**src/rtl/lrf_axis_tx.sv**
```systemverilog
// ---------------------------------------------------------------------------
// lrf_axis_tx
// AXI4-Stream transmitter for the LRF pipeline output. Processed pixel words
// from the filter core are buffered in a small circular FIFO and emitted as an
// AXI4-Stream master, with TLAST marking the final beat of every frame.
//
// Ports
//   s_axis_aclk     : single clock, rising edge
//   s_axis_aresetn  : asynchronous, active-low reset
//   in_tdata/in_tvalid/in_tready : word input from the filter core
//   m_axis_tdata/tvalid/tlast/tready : AXI4-Stream master output
//   beat_count      : input-side beat index within the current frame
//   frame_count     : number of frames whose TLAST beat left the block
//   frame_done      : one-cycle pulse after a TLAST beat is accepted
// ---------------------------------------------------------------------------
module lrf_axis_tx #(
    parameter int WORD_WIDTH      = 128,
    parameter int WORDS_PER_FRAME = 16384,
    parameter int FIFO_DEPTH      = 4,
    parameter int FRAME_CNT_WIDTH = 16
) (
    input  logic                               s_axis_aclk,
    input  logic                               s_axis_aresetn,
    input  logic [WORD_WIDTH-1:0]              in_tdata,
    input  logic                               in_tvalid,
    output logic                               in_tready,
    output logic [WORD_WIDTH-1:0]              m_axis_tdata,
    output logic                               m_axis_tvalid,
    output logic                               m_axis_tlast,
    input  logic                               m_axis_tready,
    output logic [$clog2(WORDS_PER_FRAME)-1:0] beat_count,
    output logic [FRAME_CNT_WIDTH-1:0]         frame_count,
    output logic                               frame_done
);

    localparam int BEAT_W = $clog2(WORDS_PER_FRAME);
    localparam int PTR_W  = $clog2(FIFO_DEPTH);
    localparam int OCC_W  = PTR_W + 1;

    localparam logic [BEAT_W-1:0] LAST_BEAT = BEAT_W'(WORDS_PER_FRAME - 1);
    localparam logic [OCC_W-1:0]  OCC_FULL  = OCC_W'(FIFO_DEPTH);

    // FIFO storage: data plus the end-of-frame flag captured at write time
    logic [WORD_WIDTH-1:0]      mem_data_q [FIFO_DEPTH];
    logic [FIFO_DEPTH-1:0]      mem_last_q;

    logic [PTR_W-1:0]           wr_ptr_q, wr_ptr_d;
    logic [PTR_W-1:0]           rd_ptr_q, rd_ptr_d;
    logic [OCC_W-1:0]           occ_q, occ_d;
    logic [BEAT_W-1:0]          beat_q, beat_d;
    logic [FRAME_CNT_WIDTH-1:0] frame_cnt_q, frame_cnt_d;
    logic                       frame_done_q, frame_done_d;

    logic                       full_s;
    logic                       empty_s;
    logic                       push_s;
    logic                       pop_s;
    logic                       head_last_s;
    logic                       in_last_s;

    assign full_s      = (occ_q == OCC_FULL);
    assign empty_s     = (occ_q == OCC_W'(0));
    // Ready is held low during reset and never looks at the sink's ready,
    // so a full FIFO refuses input even in a cycle where it is popped.
    assign in_tready   = s_axis_aresetn & ~full_s;
    assign push_s      = in_tvalid & in_tready;
    assign pop_s       = ~empty_s & m_axis_tready;
    assign head_last_s = mem_last_q[rd_ptr_q];
    assign in_last_s   = (beat_q == LAST_BEAT);

    // Head of the FIFO drives the stream directly (first-word-fall-through)
    assign m_axis_tvalid = ~empty_s;
    assign m_axis_tdata  = mem_data_q[rd_ptr_q];
    assign m_axis_tlast  = ~empty_s & head_last_s;

    assign beat_count  = beat_q;
    assign frame_count = frame_cnt_q;
    assign frame_done  = frame_done_q;

    // Next-state logic for pointers, occupancy and frame bookkeeping
    always_comb begin
        wr_ptr_d     = wr_ptr_q;
        rd_ptr_d     = rd_ptr_q;
        occ_d        = occ_q;
        beat_d       = beat_q;
        frame_cnt_d  = frame_cnt_q;
        frame_done_d = 1'b0;

        if (push_s) begin
            wr_ptr_d = wr_ptr_q + PTR_W'(1);
            if (in_last_s) begin
                beat_d = '0;
            end else begin
                beat_d = beat_q + BEAT_W'(1);
            end
        end else begin
            wr_ptr_d = wr_ptr_q;
        end

        if (pop_s) begin
            rd_ptr_d     = rd_ptr_q + PTR_W'(1);
            frame_done_d = head_last_s;
            if (head_last_s) begin
                frame_cnt_d = frame_cnt_q + FRAME_CNT_WIDTH'(1);
            end else begin
                frame_cnt_d = frame_cnt_q;
            end
        end else begin
            rd_ptr_d = rd_ptr_q;
        end

        case ({push_s, pop_s})
            2'b10:   occ_d = occ_q + OCC_W'(1);
            2'b01:   occ_d = occ_q - OCC_W'(1);
            default: occ_d = occ_q;
        endcase
    end

    // Control and counter registers
    always_ff @(posedge s_axis_aclk or negedge s_axis_aresetn) begin
        if (!s_axis_aresetn) begin
            wr_ptr_q     <= '0;
            rd_ptr_q     <= '0;
            occ_q        <= '0;
            beat_q       <= '0;
            frame_cnt_q  <= '0;
            frame_done_q <= 1'b0;
        end else begin
            wr_ptr_q     <= wr_ptr_d;
            rd_ptr_q     <= rd_ptr_d;
            occ_q        <= occ_d;
            beat_q       <= beat_d;
            frame_cnt_q  <= frame_cnt_d;
            frame_done_q <= frame_done_d;
        end
    end

    // FIFO storage; cleared on reset so the idle stream outputs read as zero
    always_ff @(posedge s_axis_aclk or negedge s_axis_aresetn) begin
        if (!s_axis_aresetn) begin
            for (int i = 0; i < FIFO_DEPTH; i++) begin
                mem_data_q[i] <= '0;
            end
            mem_last_q <= '0;
        end else if (push_s) begin
            mem_data_q[wr_ptr_q] <= in_tdata;
            mem_last_q[wr_ptr_q] <= in_last_s;
        end
    end

endmodule

```
**config.mk**
```make
export PLATFORM = sky130hd
export DESIGN_NAME = lrf_axis_tx
export DESIGN_NICKNAME = d
export VERILOG_FILES = /design/src/rtl/lrf_axis_tx.sv
export SDC_FILE = /design/constraint.sdc
export NUM_CORES = 1
export LEC_CHECK = 0
export ABC_AREA = 0
export CORE_MARGIN = 5
export CORE_UTILIZATION = 30
export CTS_BUF_LIST = sky130_fd_sc_hd__clkbuf_8
export DETAILED_ROUTE_END_ITERATION = 8
export SYNTH_ARGS = -nofsm -noshare
export SYNTH_HDL_FRONTEND = slang
export SYNTH_SLANG_ARGS = --single-unit
```
**constraint.sdc**
```tcl
create_clock -name s_axis_aclk -period 2.83 [get_ports s_axis_aclk]
set_input_delay 0.566 -clock s_axis_aclk [delete_from_list [all_inputs] [get_ports s_axis_aclk]]
set_output_delay 0.566 -clock s_axis_aclk [all_outputs]
set_load 0.01 [all_outputs]
```
==> results of run 1 <==
==> where the power goes <==
group	switching (mW)	internal (mW)
Clock	3.39	4.19
Sequential	1.89	11.7
Combinational	6.52	9.94
Total	11.8	25.8
==> synthesized netlist by cell type, types with 9 or more instances <==
master	count	area (µm²)
xnor2_1	14	123
buf_4	14	105
xor2_1	13	114
dfrtp_1	554	13900
mux2_2	120	1350
nor3_1	9	45.0
buf_2	29	145
clkbuf_1	10	37.5
nand3_1	12	60.1
mux2_1	392	4410
nand2_1	21	78.8
mux4_2	129	2910
inv_1	10	37.5
buf_6	31	349
==> layout make-up <==
type | count | share of cell area [%]
clock inverters | 54 | 0.927
inverters | 10 | 0.119
multi-input cells | 776 | 30.6
flip-flops and latches | 554 | 43.9
diodes | 1 | 0.00792
clock buffers | 129 | 5.62
well taps | 1060 | 4.20
repair buffers | 412 | 14.6
==> stage by stage <==
stage	hold slack, ns	cells	setup WS, ns	TNS, ns
floorplan	0.270	1429	0.722	0
finish	0.271	2996	-0.0844	-1.04
global placement	0.372	2745	0.287	0
detailed placement	0.374	2745	0.280	0
CTS	0.179	2977	-0.217	-11.97
global route	0.219	2996	-0.199	-8.21
==> flip-flops by register name, summed over array words and instances (netlist names) <==
name	count
mem_last_q	4
occ_q	3
beat_count	14
frame_count	16
rd_ptr_q	2
mem_data_q	512
wr_ptr_q	2
frame_done	1
==> cells in the final DEF (no fill, tap or decap), types with 9 or more instances in the layout <==
cell             Yosys  layout
buf_12               0      39
buf_16               0      10
buf_2               29      23
buf_4               14      33
buf_6               31     114
clkbuf_2             0      20
clkbuf_8             0     129
clkdlybuf4s50_1      0     162
clkinv_2             0      10
dfrtp_1            554     552
inv_1               10      44
mux2_1             392     392
mux2_2             120     120
mux4_2             129     129
nand2_1             21      21
nand3_1             12      12
nor3_1               9       9
xnor2_1             14      14
xor2_1              13      13
==> repair_timing <==
| action | 4_1_cts | 5_1_grt |
|---|---|---|
| setup buffers | 38 | 20 |
| resized for setup | 544 | 134 |
| cloned | 10 | 2 |
| setup endpoints to repair | 130 | 121 |
| hold buffers | 1 | 0 |
| pin swaps | 2 | 0 |
| endpoints found under the hold margin | 5 | 0 |
==> layer usage <==
layer	up-vias	track usage, %
met4	8	4.56
li1	6213	-
met3	95	4.32
met1	7472	18.6
met5	-	0
met2	299	23.9
==> logic make-up (layout without fill, tap and decap cells) <==
kind of cell	Yosys count	after routing	share of synthesized area, %
XOR/XNOR	27	27	0.978
buffers and inverters	99	605	2.87
flip-flops	554	554	57.3
multiplexers	646	646	36.1
adder cells (fa/ha/maj)	8	8	0.445
AO/OA/AOI/OAI	13	13	0.331
AND/OR/NAND/NOR	82	82	1.96
other	0	1	0
==> how the worst min path moves through the flow <==
stage,depth (start not counted),slack (ns),endpoint,start
finish,2,0.27,wr_ptr_q[1],s_axis_aresetn
global route,2,0.22,wr_ptr_q[1],s_axis_aresetn
CTS,2,0.18,wr_ptr_q[1],s_axis_aresetn
detailed placement,1,0.37,wr_ptr_q[1],s_axis_aresetn
global placement,1,0.37,wr_ptr_q[1],s_axis_aresetn
floorplan,0,0.27,beat_count[0],s_axis_aresetn
==> summary.txt, run 1 <==
Finish
  • Final #Nets: approximately 2000
  • Multi-input logic area: between 9000 and 10000 µm²
  • Layout cells sized above 1: between 30% and 40%
  • Reg area: between 10000 and 15000 µm²
  • Final Cell Area: roughly 32000 µm²
  • Post-Route Utilization: between 30% and 40%
  • Filler instances: around 7400
  • Layout Area Growth over Synthesis: 30.6%

Timing
  • Max Clk Rate: between 300 and 400 MHz
  • Endpoints failing setup: 23
  • Relative slew slack: approximately two fifths
  • Worst-Margin Slew: between 0.8 and 0.9 ns
  • Final period util: 103%
  • Fin crit period: approximately 2.9 ns
  • Hold Vio Cnt, Final: 0
  • Slew Viols, Final: 0
  • RSZ-0062 raised after global routing: yes
  • Final Worst Setup Slack: -0.0844 ns
  • Clock Skew: between 0.03 and 0.04 ns

Route
  • Max layer used: met5
  • DRC: 0
  • Via density: ~4.7
  • Routed WL: 62200 µm
  • Met1 WL: between 20000 and 30000 µm
  • Met2 wire len: 30300 µm
  • Via count: about 14000
  • Post-DR wirelength/cell: around 21 µm
  • Post-DRT Antenna Nets: 0
  • DR iter-0 viols: ~450
  • Routed wl met3: between 4000 and 5000 µm
  • Drt first pass iters: 4

Logic synthesis
  • Synth Flop Type: dfrtp_1
  • Syn_nets: around 1600
  • Syn avg cell area: roughly 17 µm²
  • Post-synthesis sequential area ratio: between 50% and 60%
  • Post-synth ARST share: between 90% and 100%
  • Flops & latches, synth: 554
  • Synth Instances: between 1000 and 1500
  • Post-Syn Area: 24200 µm²
  • Synth cell types: 42
  • Post-synth EDFFs: 0
  • Syn. warnings: 0

Worst hold path
  • Worst Hold Class: primary input to asynchronous set/reset pin

Power and ir drop
  • Maximum vdd ir drop: between 600 and 700 µV
  • Pwr dens: around 1200 nW/µm²
  • Overall Power: 37.6 mW
  • Lkg Pwr: approximately 14 nW

Setup path
  • Critical Path Source: rd_ptr_q[0]
  • Worst path slowest cell: dfrtp_4
  • Startpoint type of the worst setup path: flop
  • FF-to-FF setup slack: between 0.5 and 0.6 ns
  • Buf+Inv Stages, Crit Path: 5
  • WP data arrival: around 2.4 ns
  • Crit-path cells: buf_6, buf_12, buf_16, buf_12, mux4_2, buf_6
  • CP Class: flop to primary output
  • Worst Reg-to-Reg Cells: 7
  • RR Startpoint: rd_ptr_q[0]
  • Crit path max fanout: 8
  • Critical Path Sink Type: primary output
  • Critical Path Sink: m_axis_tdata[63]
  • FF-to-FF End: frame_count[1]
  • Top delay family on crit path: buffers and inverters
  • Stages on worst setup path: 6
  • CP required: ~2.3 ns
  • CP peak stage delay: just over 0.5 ns

Floorplan
  • Die Y: ~300 µm
  • I/O pin total: 294
  • Cell Rows: ~100
  • Core Box Area: 80300 µm²
  • Initial Util: between 30% and 40%
  • Die X: ~290 µm
  • Die area: between 80000 and 90000 µm²

Place
  • IO Port Bufs: about 300
  • Dpl hpwl: between 30000 and 40000 µm
  • Routability Congestion: around 0.75
  • Placed Area: roughly 29000 µm²

Clock tree
  • CTS Sinks: about 550
  • Clock transition at path regs: 0.07 ns
  • Clock Path Buffers: 3
  • Cts bufs inserted: 100
  • CTS tree: built
  • Worst-skew pair later-pin latency: 0.68 ns
  • # H-tree levels: 3
  • Root buffer selected by CTS: clkbuf_8

Global routing
  • First-pass GRT wire length: 98000 µm
  • Largest net degree at the start of global routing: around 160
  • Number of global-route vias before repair: 16100
  • All-Layer GR Usage: roughly 15%
  • GR Overflow Total: 0
  • Initial antenna violation count: 5

Status
  • Failing checks: negative setup slack
  • Status: finished, violations left

Run
  • Max-cap violations: 0
Note: power is estimated with default switching activity, not from simulation.
==> run 2, diff against run 1 <==
DONT_BUFFER_PORTS = 1   (was not set)
RECOVER_POWER = 50   (was not set)
==> summary.txt, run 2 (synthesis gave the netlist of run 1 again) <==
Global routing
  • Initial antenna violation count: 2
  • First-pass GRT wire length: 92100 µm
  • All-Layer GR Usage: 13.7%
  • Number of global-route vias before repair: between 15000 and 20000
  • GR Overflow Total: 0
  • Largest net degree at the start of global routing: 558

Timing
  • Worst-Margin Slew: roughly 1.4 ns
  • Total negative slack: 0 ns
  • Hold Vio Cnt, Final: around 550
  • RSZ-0062 raised after global routing: yes
  • Relative slew slack: between 6 and 7%
  • Max Clk Rate: roughly 370 MHz
  • Fin crit period: between 2 and 3 ns
  • Hold slack: -0.364 ns
  • Slew Viols, Final: 0
  • Endpoints failing setup: 0
  • Final period util: 95.8%
  • Clock Skew: ~0.035 ns

Status
  • Failing checks: negative hold slack
  • Status: finished, violations left

Floorplan
  • Initial Util: a little under a third
  • I/O pin total: between 200 and 300
  • Die X: around 290 µm
  • Die Y: 294 µm
  • Die area: around 86000 µm²
  • Cell Rows: 104
  • Core Box Area: roughly 80000 µm²

Clock tree
  • Worst-skew pair later-pin latency: 0.66 ns
  • Root buffer selected by CTS: clkbuf_8
  • CTS Hold Bufs: 128
  • CTS Sinks: about 550
  • Clock Path Buffers: 3
  • Cts bufs inserted: just under 100
  • # H-tree levels: 3
  • CTS tree: built
  • Clock transition at path regs: roughly 0.06 ns

Setup path
  • CP Class: flop to primary output
  • Critical Path Source: rd_ptr_q[0]
  • Startpoint type of the worst setup path: flop
  • CP required: 2.26 ns
  • RR Startpoint: occ_q[0]
  • WP data arrival: roughly 2.1 ns
  • Crit path max fanout: 10
  • Critical Path Sink Type: primary output

Route
  • Drt first pass iters: 4
  • Via density: 4.79
  • DRC: 0
  • DR iter-0 viols: around 470
  • Post-DRT Antenna Nets: 0
  • Via count: 13200
  • Routed WL: 59200 µm
  • Post-DR wirelength/cell: between 20 and 25 µm

Place
  • Routability Congestion: approximately 0.76
  • Dpl hpwl: approximately 38000 µm
  • Placed Area: about 26000 µm²
  • IO Port Bufs: 0

Power and ir drop
  • Pwr dens: roughly 1100 nW/µm²
  • Lkg Pwr: roughly 12 nW
  • Maximum vdd ir drop: between 500 and 600 µV

Finish
  • Largest reg by FF count: mem_data_q
  • Most frequent cells in the layout: dfrtp_1, mux2_1, mux4_2
  • Final #Nets: around 1800
  • Final Cell Area: 28900 µm²
  • Layout Area Growth over Synthesis: 19.6%
  • Max FFs per register: 512
  • Layout cells sized above 1: a little over a quarter
  • Commonest non-fill, non-tap cell in the layout: dfrtp_1

Run
  • Max-cap violations: 0

Worst hold path
  • Worst Hold Class: primary input to asynchronous set/reset pin
[run 2: cell types whose count changed in the layout (fill, tap and decap cells not counted), moves of 6 or more]
cell	previous run	this run
inv_1	44	34
clkdlybuf4s50_1	162	0
clkbuf_2	20	1
buf_2	23	0
dlygate4sd3_1	1	128
clkbuf_8	129	115
buf_6	114	2
buf_4	33	26
buf_12	39	19
bufinv_16	1	7
[run 2: routing by layer]
layer,up-vias,wire [µm],global-route usage (%)
met3,112,4370,4.68
met5,-,0,0
met4,0,1840,4.70
met1,7024,24300,16.8
li1,5718,-,-
met2,296,28700,22.6
[run 2: layout make-up]
type / instances / area, µm²
flip-flops and latches: 554 / 13900
diodes: 1 / 2.50
inverters: 10 / 37.5
multi-input cells: 776 / 9610
well taps: 1060 / 1330
fillers: 7505 / 51400
clock inverters: 43 / 383
clock buffers: 115 / 1580
repair buffers: 186 / 2110
[run 2: metrics by stage]
step	cells	util [%]	hold WS, ns	total power, mW	setup WS (ns)
6_report	2745	36.0	-0.364	32.8	0.120
5_1_grt	2744	36.0	-0.450	34.8	-0.0285
4_1_cts	2743	36.1	-0.483	33.5	-0.0448
3_5_place_dp	2449	31.8	0.300	25.2	0.395
3_3_place_gp	2449	31.8	0.301	24.5	0.452
2_1_floorplan	1429	-	0.270	21.8	0.722
[run 2: timing repair]
action,CTS,global route
setup endpoints to repair,118,42
gates cloned,3,1
buffers inserted,5,0
gates resized for setup,17,2
hold endpoints to repair,1066,554
[run 2: worst paths after layout]
check	slack [ns]	end	cells after the start
setup / recovery	0.12	m_axis_tdata[121]	3
hold / removal	-0.36	mem_data_q[264]	0
setup reg to reg	0.24	mem_data_q[375]	5
hold reg to reg	0.48	mem_last_q[3]	2
max in group asynchronous	2.08	mem_data_q[361]	0
min in group s_axis_aclk	0.31	rd_ptr_q[0]	2
[run 2: power by group]
| part | switching, mW | total [mW] | internal (mW) |
|---|---|---|---|
| sequential | 1.97 | 13.7 | 11.7 |
| clock | 3.21 | 7.51 | 4.30 |
| combinational | 5.36 | 11.6 | 6.23 |
[run 2: critical path, stage by stage, from the launching register on]
cell and delay, ns:
dfrtp_4 0.46, buf_12 0.19, buf_4 0.20, mux4_2 0.60
